## src/rtl/acondicionador_botones.sv

```systemverilog
// Button conditioner: two-flop synchroniser, per-channel debounce FSM with press and
// long-press strobes, plus the B_Test flag toggled by a long press of channel TEST_IDX.
module acondicionador_botones #(
   parameter int NUM_BTN           = 3,
   parameter int DEBOUNCE_CYCLES   = 16,
   parameter int LONG_PRESS_CYCLES = 64,
   parameter int TEST_IDX          = 0
) (
   input  logic               clk,
   input  logic               B_Reset,
   input  logic [NUM_BTN-1:0] btn_raw,
   output logic [NUM_BTN-1:0] btn_level,
   output logic [NUM_BTN-1:0] btn_pulse,
   output logic [NUM_BTN-1:0] btn_long,
   output logic               B_Test
);

   localparam int DW = $clog2(DEBOUNCE_CYCLES + 1);
   localparam int HW = $clog2(LONG_PRESS_CYCLES + 1);

   typedef enum logic [2:0] {IDLE, DEB_UP, HELD, LONG, DEB_DN} state_t;

   function automatic logic [DW-1:0] deb_inc(input logic [DW-1:0] v);
      return (v == {DW{1'b1}}) ? v : v + 1'b1;
   endfunction

   function automatic logic [HW-1:0] hold_inc(input logic [HW-1:0] v);
      return (v == {HW{1'b1}}) ? v : v + 1'b1;
   endfunction

   logic [NUM_BTN-1:0] sync1_q, sync2_q;
   logic               test_q;

   always_ff @(posedge clk) begin
      if (B_Reset) begin
         sync1_q <= '0;
         sync2_q <= '0;
      end else begin
         sync1_q <= btn_raw;
         sync2_q <= sync1_q;
      end
   end

   for (genvar g = 0; g < NUM_BTN; g++) begin : g_ch
      state_t        state_q, state_d;
      logic [DW-1:0] deb_q, deb_d;
      logic [HW-1:0] hold_q, hold_d;
      logic          pulse_q, pulse_d;
      logic          long_q, long_d;
      logic          s;

      assign s = sync2_q[g];

      always_ff @(posedge clk) begin
         if (B_Reset) begin
            state_q <= IDLE;
            deb_q   <= '0;
            hold_q  <= '0;
            pulse_q <= 1'b0;
            long_q  <= 1'b0;
         end else begin
            state_q <= state_d;
            deb_q   <= deb_d;
            hold_q  <= hold_d;
            pulse_q <= pulse_d;
            long_q  <= long_d;
         end
      end

      always_comb begin
         state_d = state_q;
         deb_d   = deb_q;
         hold_d  = hold_q;
         pulse_d = 1'b0;
         long_d  = 1'b0;
         case (state_q)
            IDLE: begin
               if (s) begin
                  state_d = DEB_UP;
                  deb_d   = DW'(1);
               end
            end
            DEB_UP: begin
               if (!s) begin
                  state_d = IDLE;
                  deb_d   = '0;
               end else if (deb_q == DW'(DEBOUNCE_CYCLES - 1)) begin
                  state_d = HELD;
                  deb_d   = '0;
                  hold_d  = '0;
                  pulse_d = 1'b1;
               end else begin
                  deb_d = deb_inc(deb_q);
               end
            end
            HELD: begin
               if (!s) begin
                  state_d = DEB_DN;
                  deb_d   = DW'(1);
               end else begin
                  hold_d = hold_inc(hold_q);
                  if (hold_q == HW'(LONG_PRESS_CYCLES - 1)) begin
                     state_d = LONG;
                     long_d  = 1'b1;
                  end
               end
            end
            LONG: begin
               if (!s) begin
                  state_d = DEB_DN;
                  deb_d   = DW'(1);
               end
            end
            DEB_DN: begin
               // hold_cnt only reaches LONG_PRESS_CYCLES once LONG was entered
               if (s) begin
                  state_d = (hold_q == HW'(LONG_PRESS_CYCLES)) ? LONG : HELD;
                  deb_d   = '0;
               end else if (deb_q == DW'(DEBOUNCE_CYCLES - 1)) begin
                  state_d = IDLE;
                  deb_d   = '0;
               end else begin
                  deb_d = deb_inc(deb_q);
               end
            end
            default: begin
               state_d = IDLE;
               deb_d   = '0;
            end
         endcase
      end

      assign btn_level[g] = (state_q == HELD) || (state_q == LONG) || (state_q == DEB_DN);
      assign btn_pulse[g] = pulse_q;
      assign btn_long[g]  = long_q;
   end

   always_ff @(posedge clk) begin
      if (B_Reset) begin
         test_q <= 1'b0;
      end else if (btn_long[TEST_IDX]) begin
         test_q <= ~test_q;
      end
   end

   assign B_Test = test_q;

endmodule

```

## config.mk

```make
export PLATFORM = sky130hd
export DESIGN_NAME = acondicionador_botones
export DESIGN_NICKNAME = d
export VERILOG_FILES = /design/src/rtl/acondicionador_botones.sv
export SDC_FILE = /design/constraint.sdc
export NUM_CORES = 1
export LEC_CHECK = 0
export BUFFER_PORTS_ARGS = -buffer_cell sky130_fd_sc_hd__buf_2
export CORE_MARGIN = 4
export CORE_UTILIZATION = 55
export CTS_CLUSTER_SIZE = 14
export DETAILED_ROUTE_END_ITERATION = 10
export GPL_ROUTABILITY_DRIVEN = 0
export GPL_TIMING_DRIVEN = 0
export PLACE_DENSITY = 0.75
export SYNTH_ARGS = -nofsm -noshare
export SYNTH_HDL_FRONTEND = slang
export SYNTH_SLANG_ARGS = --single-unit
export TNS_END_PERCENT = 100
```

## constraint.sdc

```tcl
create_clock -name clk -period 1.54 [get_ports clk]
set_input_delay 0.308 -clock clk [delete_from_list [all_inputs] [get_ports clk]]
set_output_delay 0.308 -clock clk [all_outputs]
set_load 0.01 [all_outputs]
```

# After elaboration in Yosys (flattened, before gate mapping)
# Index checks and enable logic that the tools add are counted.
[totals] ff_bits=58 elab_cells=193
[classes] n_addsub=6 eq_ne=57 n_mux=72 bitwise_logic=10 reduce_logical=30
[op_table] operator="two-way mux 5 bit" count=18
[op_table] operator="two-way mux 7 bit" count=12
[op_table] operator="two-way mux 3 bit" count=24
[op_table] operator="one-hot mux 5 bit (4 select lines)" count=3
[op_table] operator="one-hot mux 3 bit (5 select lines)" count=3
[op_table] operator="== test 7 bit (second input constant)" count=6
[op_table] operator="!= test 2 bit (second input constant)" count=21
[op_table] operator="one-hot mux 7 bit (2 select lines)" count=3
[op_table] operator="AND reduction 5 bit" count=6
[op_table] operator="!= test 3 bit (second input constant)" count=9
[op_table] operator="adder 7 x 1 -> 7 bit (second input constant)" count=3
[op_table] operator="== test 7 x 6 -> 1 bit (second input constant)" count=3
[op_table] operator="== test 3 x 2 -> 1 bit (second input constant)" count=6
[op_table] operator="OR reduction 3 bit" count=6
[op_table] operator="adder 5 x 1 -> 5 bit (second input constant)" count=3
[op_table] operator="== test 5 x 4 -> 1 bit (second input constant)" count=3
[op_table] operator="== test 5 bit (second input constant)" count=3
[op_table] operator="NOT 1 bit" count=10
[op_table] operator="== test 3 x 1 -> 1 bit (second input constant)" count=3
[op_table] operator="== test 3 bit (second input constant)" count=3
[op_table] operator="logical NOT 3 bit" count=3
[op_table] operator="two-way mux 1 bit" count=9
[op_table] operator="logical OR 1 bit" count=6
[op_table] operator="AND reduction 2 bit" count=3
[op_table] operator="2 further kinds" count=6

# Logic depth before layout (Yosys ltp)
# Gate-level depths: netlist of the first run.
[depth] ltp_word=5 mapped_depth=7

# Least setup slack after synthesis of the first run
# OpenSTA, ideal clock, no wires.
[synth_path] path_type="register to register" from="register g_ch[1].deb_q[0]" to="register g_ch[1].hold_q[0]" setup_time_ns=0.065 arrival_time_ns=1.612 t_required_ns=1.475 slack_ns=-0.137 path_stages_with_launch=7 synth_period_minus_slack_ns=1.677 path_cell_list="dfxtp_1 -> ha_1 -> and4b_4 -> o2111ai_4 -> a31oi_4 -> mux2_1 -> nor2_1"
[synth_via] elab_chain_len=3
[synth_rtl] element="from (decl)" line="46" rtl="logic [DW-1:0] deb_q, deb_d;"
[synth_rtl] element="from (signal assigned)" line="57" rtl="deb_q <= '0;"
[synth_rtl] element="from (signal assigned)" line="63" rtl="deb_q <= deb_d;"
[synth_rtl] element="== test 5 x 4 -> 1 bit" line="87" rtl="end else if (deb_q == DW'(DEBOUNCE_CYCLES - 1)) begin"
[synth_rtl] element="!= test 2 bit (no source line)"
[synth_rtl] element="AND reduction 5 bit (no source line)"
[synth_rtl] element="to (signal assigned)" line="64" rtl="hold_q <= hold_d;"
[synth_rtl] element="to (decl)" line="47" rtl="logic [HW-1:0] hold_q, hold_d;"
# No other way between the ends.
# A chain may end at the register's enable or synchronous reset.

# Worst setup path after layout of the first run
[layout_path] from="register g_ch[1].deb_q[0]" to="register g_ch[1].state_q[0]"
[layout_via] elab_chain_len=3
[layout_rtl] element="== test 5 x 4 -> 1 bit *" line="87, 119"
[layout_rtl] element="!= test 3 bit (no source line)"
[layout_rtl] element="AND reduction 5 bit (no source line) *"
[layout_rtl] element="to (signal assigned)" line="62" rtl="state_q <= state_d;"
[layout_rtl] element="to (decl)" line="45" rtl="state_t state_q, state_d;"
# Mark *: on every way between the ends. The rest lies on a longest branch, timed or not.

==> qor.csv, run 1 <==
metric;value;unit
YS warnings;0;
Core ar.;0.005574;mm2
Die H;84.35;um
register area;0.001186;mm2
synth top area cells;dfxtp_1, a21oi_1, nor2_1;
final hold vios;0;
Synth top area share;0.3622;
fmax;599.2;MHz
RSZ-0062 raised after global routing;true;
DP Cell Count;468;
GRT overflow;0;
die area;0.007114;mm2
setup ws final;-0.1288;ns
H-tree Lvls;3;
DRC errors left;0;
DP Wirelength;4664;um
WL per Instance;15.27;um
clock latency on the worst-skew pair;0.34;ns
Die Width;84.35;um
Root Driver;clkbuf_8;
leading area contributor after synthesis;dfxtp_1;
asr flop ratio synth;0;
antenna diode instance count;0;
power per cell area;803.3;mW/mm2
Synth Instances;383;
ANT nets after route;0;
io pins;15;
Synth Cell Area;0.003206;mm2
Num CTS Buffers;9;
Setup-failing EPs final;13;
total track usage;0.2057;
Tcrit/Tclk final;1.084;
CTS tree;done;
initial antenna violation count;0;
Synth cell types;69;
Seq/Total Area, Yosys;0.3622;
largest net degree at the start of global routing;12;
footprint of the multi-input gates;0.002128;mm2
iteration count of the initial detailed-routing pass;4;
status;complete, but fails checks;
IO Port Bufs;13;
Worst-path clk slew;0.07;ns
Setup crit start kind;register;
fin nets;450;
Finished Layout Cells;513;
Worst-Margin Slew;0.5226;ns
Initial DRC Count;163;
Post-Route WL;7834;um
worst hold margin;0.1967;ns
share of layout cells above drive strength 1;0.3651;
failing checks;negative setup slack;
Sink Count;58;
EDFF count, synth;0;
Vias/cell;5.762;
initial core utilization;0.5751;
Synth Area per Inst;8.370;um2
Worst VDD drop;0.9099;mV
worst-case clock skew;0.008449;ns
CTS max path bufs;2;
Leak Pwr;0.001571;uW
Tmin final;1.669;ns
Worst Path Max Fanout;4;
first-pass GRT wire length;12150;um
worst path arrival time;1.89;ns
critical path required time;1.76;ns
row count;27;
Hold-fix buffers, CTS;0;
Critical Path Sink Type;register;
CP Class;register to register;
vias in the first global route;2703;
worst hold path class;primary input to register;
synthesized flop and latch total;58;
Syn Nets;397;
Filler cells;388;
Layout Utilization;0.7582;
max_slew headroom;0.6516;
Most used DFF post-synth;dfxtp_1;
Max Cap Viol;0;
fin. max-slew vios;0;
area delta synth->final;31.85;%
via count;2956;
-- timing repair --
item / in CTS / in global routing
hold endpoints to repair: 0 / 0
gates resized for setup: 46 / 49
endpoints found under the setup margin: 27 / 46
pin swaps: 13 / 18
setup buffers: 11 / 19
cloned: 0 / 0
-- critical path, cell delays in order (launching register included) --
cell and delay, ns:
dfxtp_4 0.36, ha_4 0.16, and4b_4 0.22, a21boi_0 0.16
o21ai_0 0.11, a21oi_1 0.20, mux2_2 0.36
-- routing by layer --
metal,vias up,share of wire,wire length (um),global-route usage
met4,0,0.031,240,0.09496
met3,28,0.046,364,0.03631
met2,86,0.48,3786,0.3443
met5,-,0,0,0
li1,1464,-,-,-
met1,1378,0.44,3442,0.2572
-- cells in the final DEF (no fill, tap or decap), types with 3 or more instances in the layout --
cell type,Yosys,routed
dfxtp_1,58,42
buf_4,7,36
nor2_1,36,30
a21oi_1,34,29
inv_1,22,22
nand2_1,22,21
buf_2,6,15
nor2b_1,15,14
o21ai_0,18,14
dfxtp_2,0,14
clkbuf_8,0,12
nand3_1,16,12
buf_6,2,8
xnor2_1,8,8
nand2b_1,13,7
nor3_1,10,7
nand2b_4,0,6
nand3b_1,6,6
a21oi_2,2,6
or3_1,9,6
nand4_1,5,5
and3_1,6,5
nor2_4,1,4
or3_4,1,4
a211oi_1,5,4
ha_1,9,4
ha_4,0,4
o21ai_1,0,3
and4b_1,3,3
clkbuf_1,8,3
a31oi_1,3,3
nor2_2,0,3
nor3b_1,3,3
o22ai_1,3,3
clkinvlp_4,0,3
bufinv_16,0,3
-- cells by family after synthesis --
group,count (synthesis),synth area share
buffers and inverters,47,0.07026
and+or+nand+nor,163,0.2885
xor gates and xnor gates,9,0.02693
muxes,5,0.01717
DFF,58,0.3622
adders and majority gates,9,0.03513
AOI/OAI and AO/OA,92,0.1999
-- report_power, final --
part | total [uW] | leakage [uW] | internal, uW | switching, uW
registers | 1530 | 0.000477 | 1520 | 17.1
logic | 158 | 0.000982 | 64.8 | 93.0
clock network | 1700 | 0.000111 | 1070 | 634
-- path summary, 6_finish.rpt --
kind | endpoint | cells after the start | slack (ns) | from
hold / removal | sync1_q[1] | 2 | 0.20 | btn_raw[1]
setup / recovery | g_ch[1].state_q[0] | 6 | -0.13 | g_ch[1].deb_q[0]
setup reg to reg | g_ch[1].state_q[0] | 6 | -0.13 | g_ch[1].deb_q[0]
hold reg to reg | sync2_q[1] | 1 | 0.44 | sync1_q[1]
-- sequential cells by signal, indices dropped and copies added, names as in the netlist --
register and count:
g_ch.deb_q 15, g_ch.hold_q 21, sync1_q 3, g_ch.long_q 3, g_ch.state_q 9, sync2_q 3, B_Test 1, g_ch.pulse_q 3
-- layout make-up --
class,count,share of cell area
Multi-Input combinational cell,278,0.5036
Timing Repair Buffer,43,0.07046
Clock buffer,9,0.02931
Tap cell,72,0.02131
Buffer,24,0.04737
Sequential cell,58,0.2806
Inverter,22,0.01954
Clock inverter,7,0.02783
-- cell usage after synthesis, types with 3 or more instances --
| master | n |
|---|---|
| a211oi_1 | 5 |
| a21oi_1 | 34 |
| a31oi_1 | 3 |
| and3_1 | 6 |
| and3b_1 | 3 |
| and4b_1 | 3 |
| buf_2 | 6 |
| buf_4 | 7 |
| clkbuf_1 | 8 |
| dfxtp_1 | 58 |
| ha_1 | 9 |
| inv_1 | 22 |
| nand2_1 | 22 |
| nand2b_1 | 13 |
| nand3_1 | 16 |
| nand3b_1 | 6 |
| nand4_1 | 5 |
| nor2_1 | 36 |
| nor2b_1 | 15 |
| nor3_1 | 10 |
| nor3b_1 | 3 |
| o21ai_0 | 18 |
| o22ai_1 | 3 |
| or3_1 | 9 |
| xnor2_1 | 8 |
-- per-stage QoR --
step           total power (uW)  setup TNS, ns  cell area (um2)  setup slack (ns)
3_5_place_dp               1697         -7.986             3412           -0.3394
3_3_place_gp               1694         -7.103             3412           -0.2998
4_1_cts                    3396        -0.6437             3915           -0.1345
2_1_floorplan              1660       -0.05717             3257          -0.02859
5_1_grt                    3495         -2.237             4227           -0.2288
6_report                   3395         -1.120             4227           -0.1288
No activity file was read; power rests on OpenSTA's default activity.
==> run 2: changes to the inputs <==
Settings changed: SKIP_CTS_REPAIR_TIMING from default to 1, SKIP_LAST_GASP from default to 1.
==> qor.csv, run 2 (synthesis gave the netlist of run 1 again) <==
metric;value;unit
max incr delay on CP;0.37;ns
RSZ-0062 raised after global routing;true;
H-tree Lvls;3;
Hold EP;sync1_q[0];
vias in the first global route;2593;
largest net degree at the start of global routing;12;
Setup-failing EPs final;17;
Worst R2R Path Depth;6;
io pins;15;
Leak Pwr;0.001482;uW
setup ws final;-0.1881;ns
max_slew headroom;0.6382;
hold wc startpoint;btn_raw[0];
status;complete, but fails checks;
IO Port Bufs;13;
most common cell after layout, fill and taps aside;dfxtp_1;
DRC errors left;0;
failing checks;negative setup slack;
fmax;578.7;MHz
Root Driver;clkbuf_8;
Max Cap Viol;0;
max reg flops;21;
CP Class;register to register;
initial core utilization;0.5751;
CTS max path bufs;2;
fin nets;438;
Sink Count;58;
pre-CTS WS;-0.3394;ns
Post-Route WL;7258;um
sequential share of power;0.454;
top flop regs;g_ch.hold_q x21, g_ch.deb_q x15, g_ch.state_q x9;
Crit-path slowest cell;dfxtp_4;
final hold vios;0;
clock share of power;0.503;
Setup crit start kind;register;
placed inst area;0.003412;mm2
Num CTS Buffers;9;
Tcrit/Tclk final;1.122;
Int Power;2643;uW
Final Power;3375;uW
Vias/cell;5.665;
Hold Crit Depth;2;
iteration count of the initial detailed-routing pass;4;
Core ar.;0.005574;mm2
die area;0.007114;mm2
Worst VDD drop;0.8712;mV
Switching Share;0.2169;
cell area after layout;0.004013;mm2
initial antenna violation count;0;
switching power;731.9;uW
via count;2838;
GRT overflow;0;
Critical Path, Cell by Cell;ha_4 -> and4b_4 -> o2111ai_4 -> a31oi_4 -> mux2_4 -> nor2_4;
WL per Instance;14.49;um
CTS tree;done;
Die Width;84.35;um
Worst Path Max Fanout;6;
DP Wirelength;4664;um
WP buf/inv;0;
commonest non-fill, non-tap cells in the layout;dfxtp_1, nor2_1, a21oi_1;
Tmin final;1.728;ns
share of layout cells above drive strength 1;0.3030;
clock latency on the worst-skew pair;0.34;ns
FF-to-FF Start;g_ch[1].deb_q[0];
R2R setup slack;-0.19;ns
Worst-Margin Slew;0.5426;ns
worst hold path class;primary input to register;
Crit path max-delay family;compound AO/OA/AOI/OAI gates;
worst path arrival time;2.01;ns
first-pass GRT wire length;11450;um
total track usage;0.1936;
Die H;84.35;um
Comb pwr share;0.043;
Critical Path Sink Type;register;
worst reg2reg path endpoint;g_ch[1].hold_q[0];
area delta synth->final;25.18;%
ANT nets after route;0;
critical path required time;1.82;ns
power per cell area;841.0;mW/mm2
worst-case clock skew;0.01060;ns
antenna diode instance count;0;
Worst-path clk slew;0.07;ns
row count;27;
Top reg by flops;g_ch.hold_q;
Initial DRC Count;141;
fin. max-slew vios;0;
run 2: cell types whose count changed in the layout (fill, tap and decap cells not counted), moves of 2 or more:
cell and delta:
nand2b_4 -3, clkbuf_8 -3, or3_4 -2, buf_4 -11
or3_1 +2, dfxtp_2 -6, clkbuf_4 +2, dfxtp_1 +5
nand2b_1 +3, buf_6 -3, o21ai_0 +2
run 2: area by class of cell:
class / instances / area (um2)
Sequential cell: 58 / 1182
Buffer: 24 / 172.7
Clock buffer: 9 / 123.9
Tap cell: 72 / 90.09
Multi-Input combinational cell: 279 / 2051
Inverter: 22 / 82.58
Clock inverter: 7 / 117.6
Fill cell: 435 / 1562
Timing Repair Buffer: 30 / 192.7
run 2: worst reg2reg max path, cell delays in order (launching register included):
cell	delay, ns
dfxtp_4	0.37
ha_4	0.13
and4b_4	0.27
o2111ai_4	0.18
a31oi_4	0.30
mux2_4	0.35
nor2_4	0.07
run 2: how the worst max path moves through the flow:
stage,startpoint,endpoint,slack [ns],cells past startpoint
after floorplan,g_ch[1].deb_q[0],g_ch[1].hold_q[0],-0.03,6
after global placement,B_Reset,g_ch[2].pulse_q,-0.30,4
after detailed placement,B_Reset,g_ch[0].pulse_q,-0.34,4
after CTS,g_ch[0].state_q[0],btn_level[0],-0.33,3
after global routing,g_ch[1].deb_q[0],g_ch[1].hold_q[5],-0.26,7
final,g_ch[1].deb_q[0],g_ch[1].hold_q[0],-0.19,6
run 2: power by group through the flow:
stage | registers, uW | clock network (uW) | logic (uW)
2_1_floorplan | 1560 | 0 | 99.8
3_3_place_gp | 1560 | 0 | 131
3_5_place_dp | 1560 | 0 | 133
4_1_cts | 1530 | 1720 | 134
5_1_grt | 1530 | 1780 | 159
6_report | 1530 | 1700 | 145
run 2: routing by layer:
metal	up-vias	wire, um	track usage
met5	-	0	0
met1	1329	3376	0.2416
li1	1441	-	-
met2	51	3484	0.3264
met3	17	245	0.03533
met4	0	153	0.08489
run 2: stage by stage:
step	utilization	std cells	setup TNS [ns]	hold WS, ns
detailed placement	0.6121	468	-7.986	0.4365
global placement	0.6121	468	-7.103	0.4191
finish	0.7199	501	-1.645	0.1978
global route	0.7199	501	-3.323	0.1958
floorplan	-	383	-0.05717	0.4138
CTS	0.6554	484	-3.383	0.1864
==> run 3: changes to the inputs <==
--- a/config.mk
+++ b/config.mk
@@ -10,2 +10,3 @@
 export CORE_UTILIZATION = 55
+export CTS_BUF_LIST = sky130_fd_sc_hd__clkbuf_8
 export CTS_CLUSTER_SIZE = 14
@@ -13,3 +14,2 @@
 export GPL_ROUTABILITY_DRIVEN = 0
-export GPL_TIMING_DRIVEN = 0
 export PLACE_DENSITY = 0.75
--- a/constraint.sdc
+++ b/constraint.sdc
@@ -3,2 +3,2 @@
 set_output_delay 0.308 -clock clk [all_outputs]
-set_load 0.01 [all_outputs]
+set_load 0.1 [all_outputs]
==> qor.csv, run 3 (synthesis gave the netlist of run 1 again) <==
metric;value;unit
worst-case clock skew;0.008371;ns
WL per Instance;14.17;um
Root Driver;clkbuf_8;
share of layout cells above drive strength 1;0.3499;
worst reg2reg path endpoint;g_ch[1].hold_q[1];
largest net degree at the start of global routing;29;
fin nets;452;
CTS max path bufs;2;
Tmin final;1.697;ns
H-tree Lvls;3;
power per cell area;743.1;mW/mm2
Num CTS Buffers;9;
critical path required time;1.23;ns
max reg flops;21;
initial core utilization;0.5751;
Worst setup endpoint;btn_level[1];
Worst Path Max Fanout;4;
top flop regs;g_ch.hold_q x21, g_ch.deb_q x15, g_ch.state_q x9;
Critical Path Sink Type;output port;
worst path arrival time;1.39;ns
Setup-failing EPs final;12;
Leak Pwr;0.001574;uW
Initial DRC Count;165;
final hold vios;0;
DP Wirelength;4923;um
R2R setup slack;-0.12;ns
Worst-path clk slew;0.06;ns
Final Power;3091;uW
Core ar.;0.005574;mm2
Setup crit start kind;register;
register area;0.001195;mm2
worst hold margin;0.1723;ns
CP Class;register to output port;
FF-to-FF Start;g_ch[1].deb_q[0];
via count;2952;
Worst VDD drop;0.6119;mV
Fin Setup TNS;-0.6127;ns
Max Cap Viol;0;
fmax;589.1;MHz
commonest non-fill, non-tap cells in the layout;buf_4, dfxtp_1, nor2_1;
failing checks;negative setup slack;
Sink Count;58;
status;complete, but fails checks;
area delta synth->final;29.74;%
RSZ-0062 raised after global routing;true;
worst hold path class;primary input to register;
Die Width;84.35;um
Tcrit/Tclk final;1.102;
die area;0.007114;mm2
Filler cells;396;
initial antenna violation count;0;
Worst-Margin Slew;0.5327;ns
CTS tree;done;
io pins;15;
Vias/cell;5.732;
setup ws final;-0.1575;ns
IO Port Bufs;14;
row count;27;
vias in the first global route;2793;
Worst Setup SP;g_ch[1].state_q[0];
footprint of the multi-input gates;0.002054;mm2
antenna diode instance count;0;
Die H;84.35;um
fin. max-slew vios;0;
most common cell after layout, fill and taps aside;buf_4;
Worst R2R Path Depth;6;
first-pass GRT wire length;12220;um
clock latency on the worst-skew pair;0.35;ns
Top reg by flops;g_ch.hold_q;
ANT nets after route;0;
GRT overflow;0;
total track usage;0.2074;
max_slew headroom;0.6449;
Post-Route WL;7295;um
iteration count of the initial detailed-routing pass;5;
DRC errors left;0;
[run 3: cell count changes in the layout (fill, tap and decap cells not counted), moves of 3 or more]
cell and delta:
clkbuf_1 -3, dfxtp_1 -6, clkbuf_2 -3, buf_4 +27, buf_2 -5, nor3_1 +3
clkinvlp_4 -3, buf_12 +3, dfxtp_2 +4
[run 3: worst max-delay path, cell delays in order (launching register included)]
cell,delay [ns]
dfxtp_4,0.36
buf_4,0.15
nor2_4,0.10
buf_4,0.12
nand2_2,0.05
nand2_2,0.08
buf_12,0.17
[run 3: per-layer routing]
| layer | wire length [um] | vias up | global-route usage |
|---|---|---|---|
| met5 | 0 | - | 0 |
| li1 | - | 1462 | - |
| met2 | 3450 | 92 | 0.3300 |
| met3 | 360 | 15 | 0.05299 |
| met1 | 3338 | 1383 | 0.2650 |
| met4 | 146 | 0 | 0.09353 |
[run 3: worst min-delay path by stage]
stage | start | end | slack, ns | cells past startpoint
floorplan | sync1_q[0] | sync2_q[0] | 0.41 | 1
global placement | sync1_q[0] | sync2_q[0] | 0.42 | 1
detailed placement | sync1_q[0] | sync2_q[0] | 0.43 | 1
CTS | btn_raw[0] | sync1_q[0] | 0.17 | 2
global route | btn_raw[0] | sync1_q[0] | 0.17 | 2
finish | btn_raw[2] | sync1_q[2] | 0.17 | 2
[run 3: area by class of cell]
| type | instances | area share |
|---|---|---|
| tap | 72 | 0.02166 |
| timing repair buffer | 69 | 0.1297 |
| clock buffer | 11 | 0.03640 |
| clock inverter | 5 | 0.01113 |
| multi-input combinational | 278 | 0.4940 |
| inverter | 22 | 0.01986 |
| sequential | 58 | 0.2873 |
[run 3: report_power, final]
group          switching [uW]  internal (uW)
sequential               19.7           1510
combinational            84.0           73.5
clock                     589            815
total                     693           2400
[run 3: through the flow]
| stage | instance area (um2) | utilization | std cells | setup slack [ns] |
|---|---|---|---|---|
| detailed placement | 3696 | 0.6631 | 493 | -0.09944 |
| floorplan | 3273 | - | 383 | -0.02859 |
| finish | 4159 | 0.7461 | 515 | -0.1575 |
| CTS | 3894 | 0.6985 | 509 | -0.2617 |
| global placement | 3696 | 0.6631 | 493 | -0.06859 |
| global route | 4159 | 0.7461 | 515 | -0.2016 |
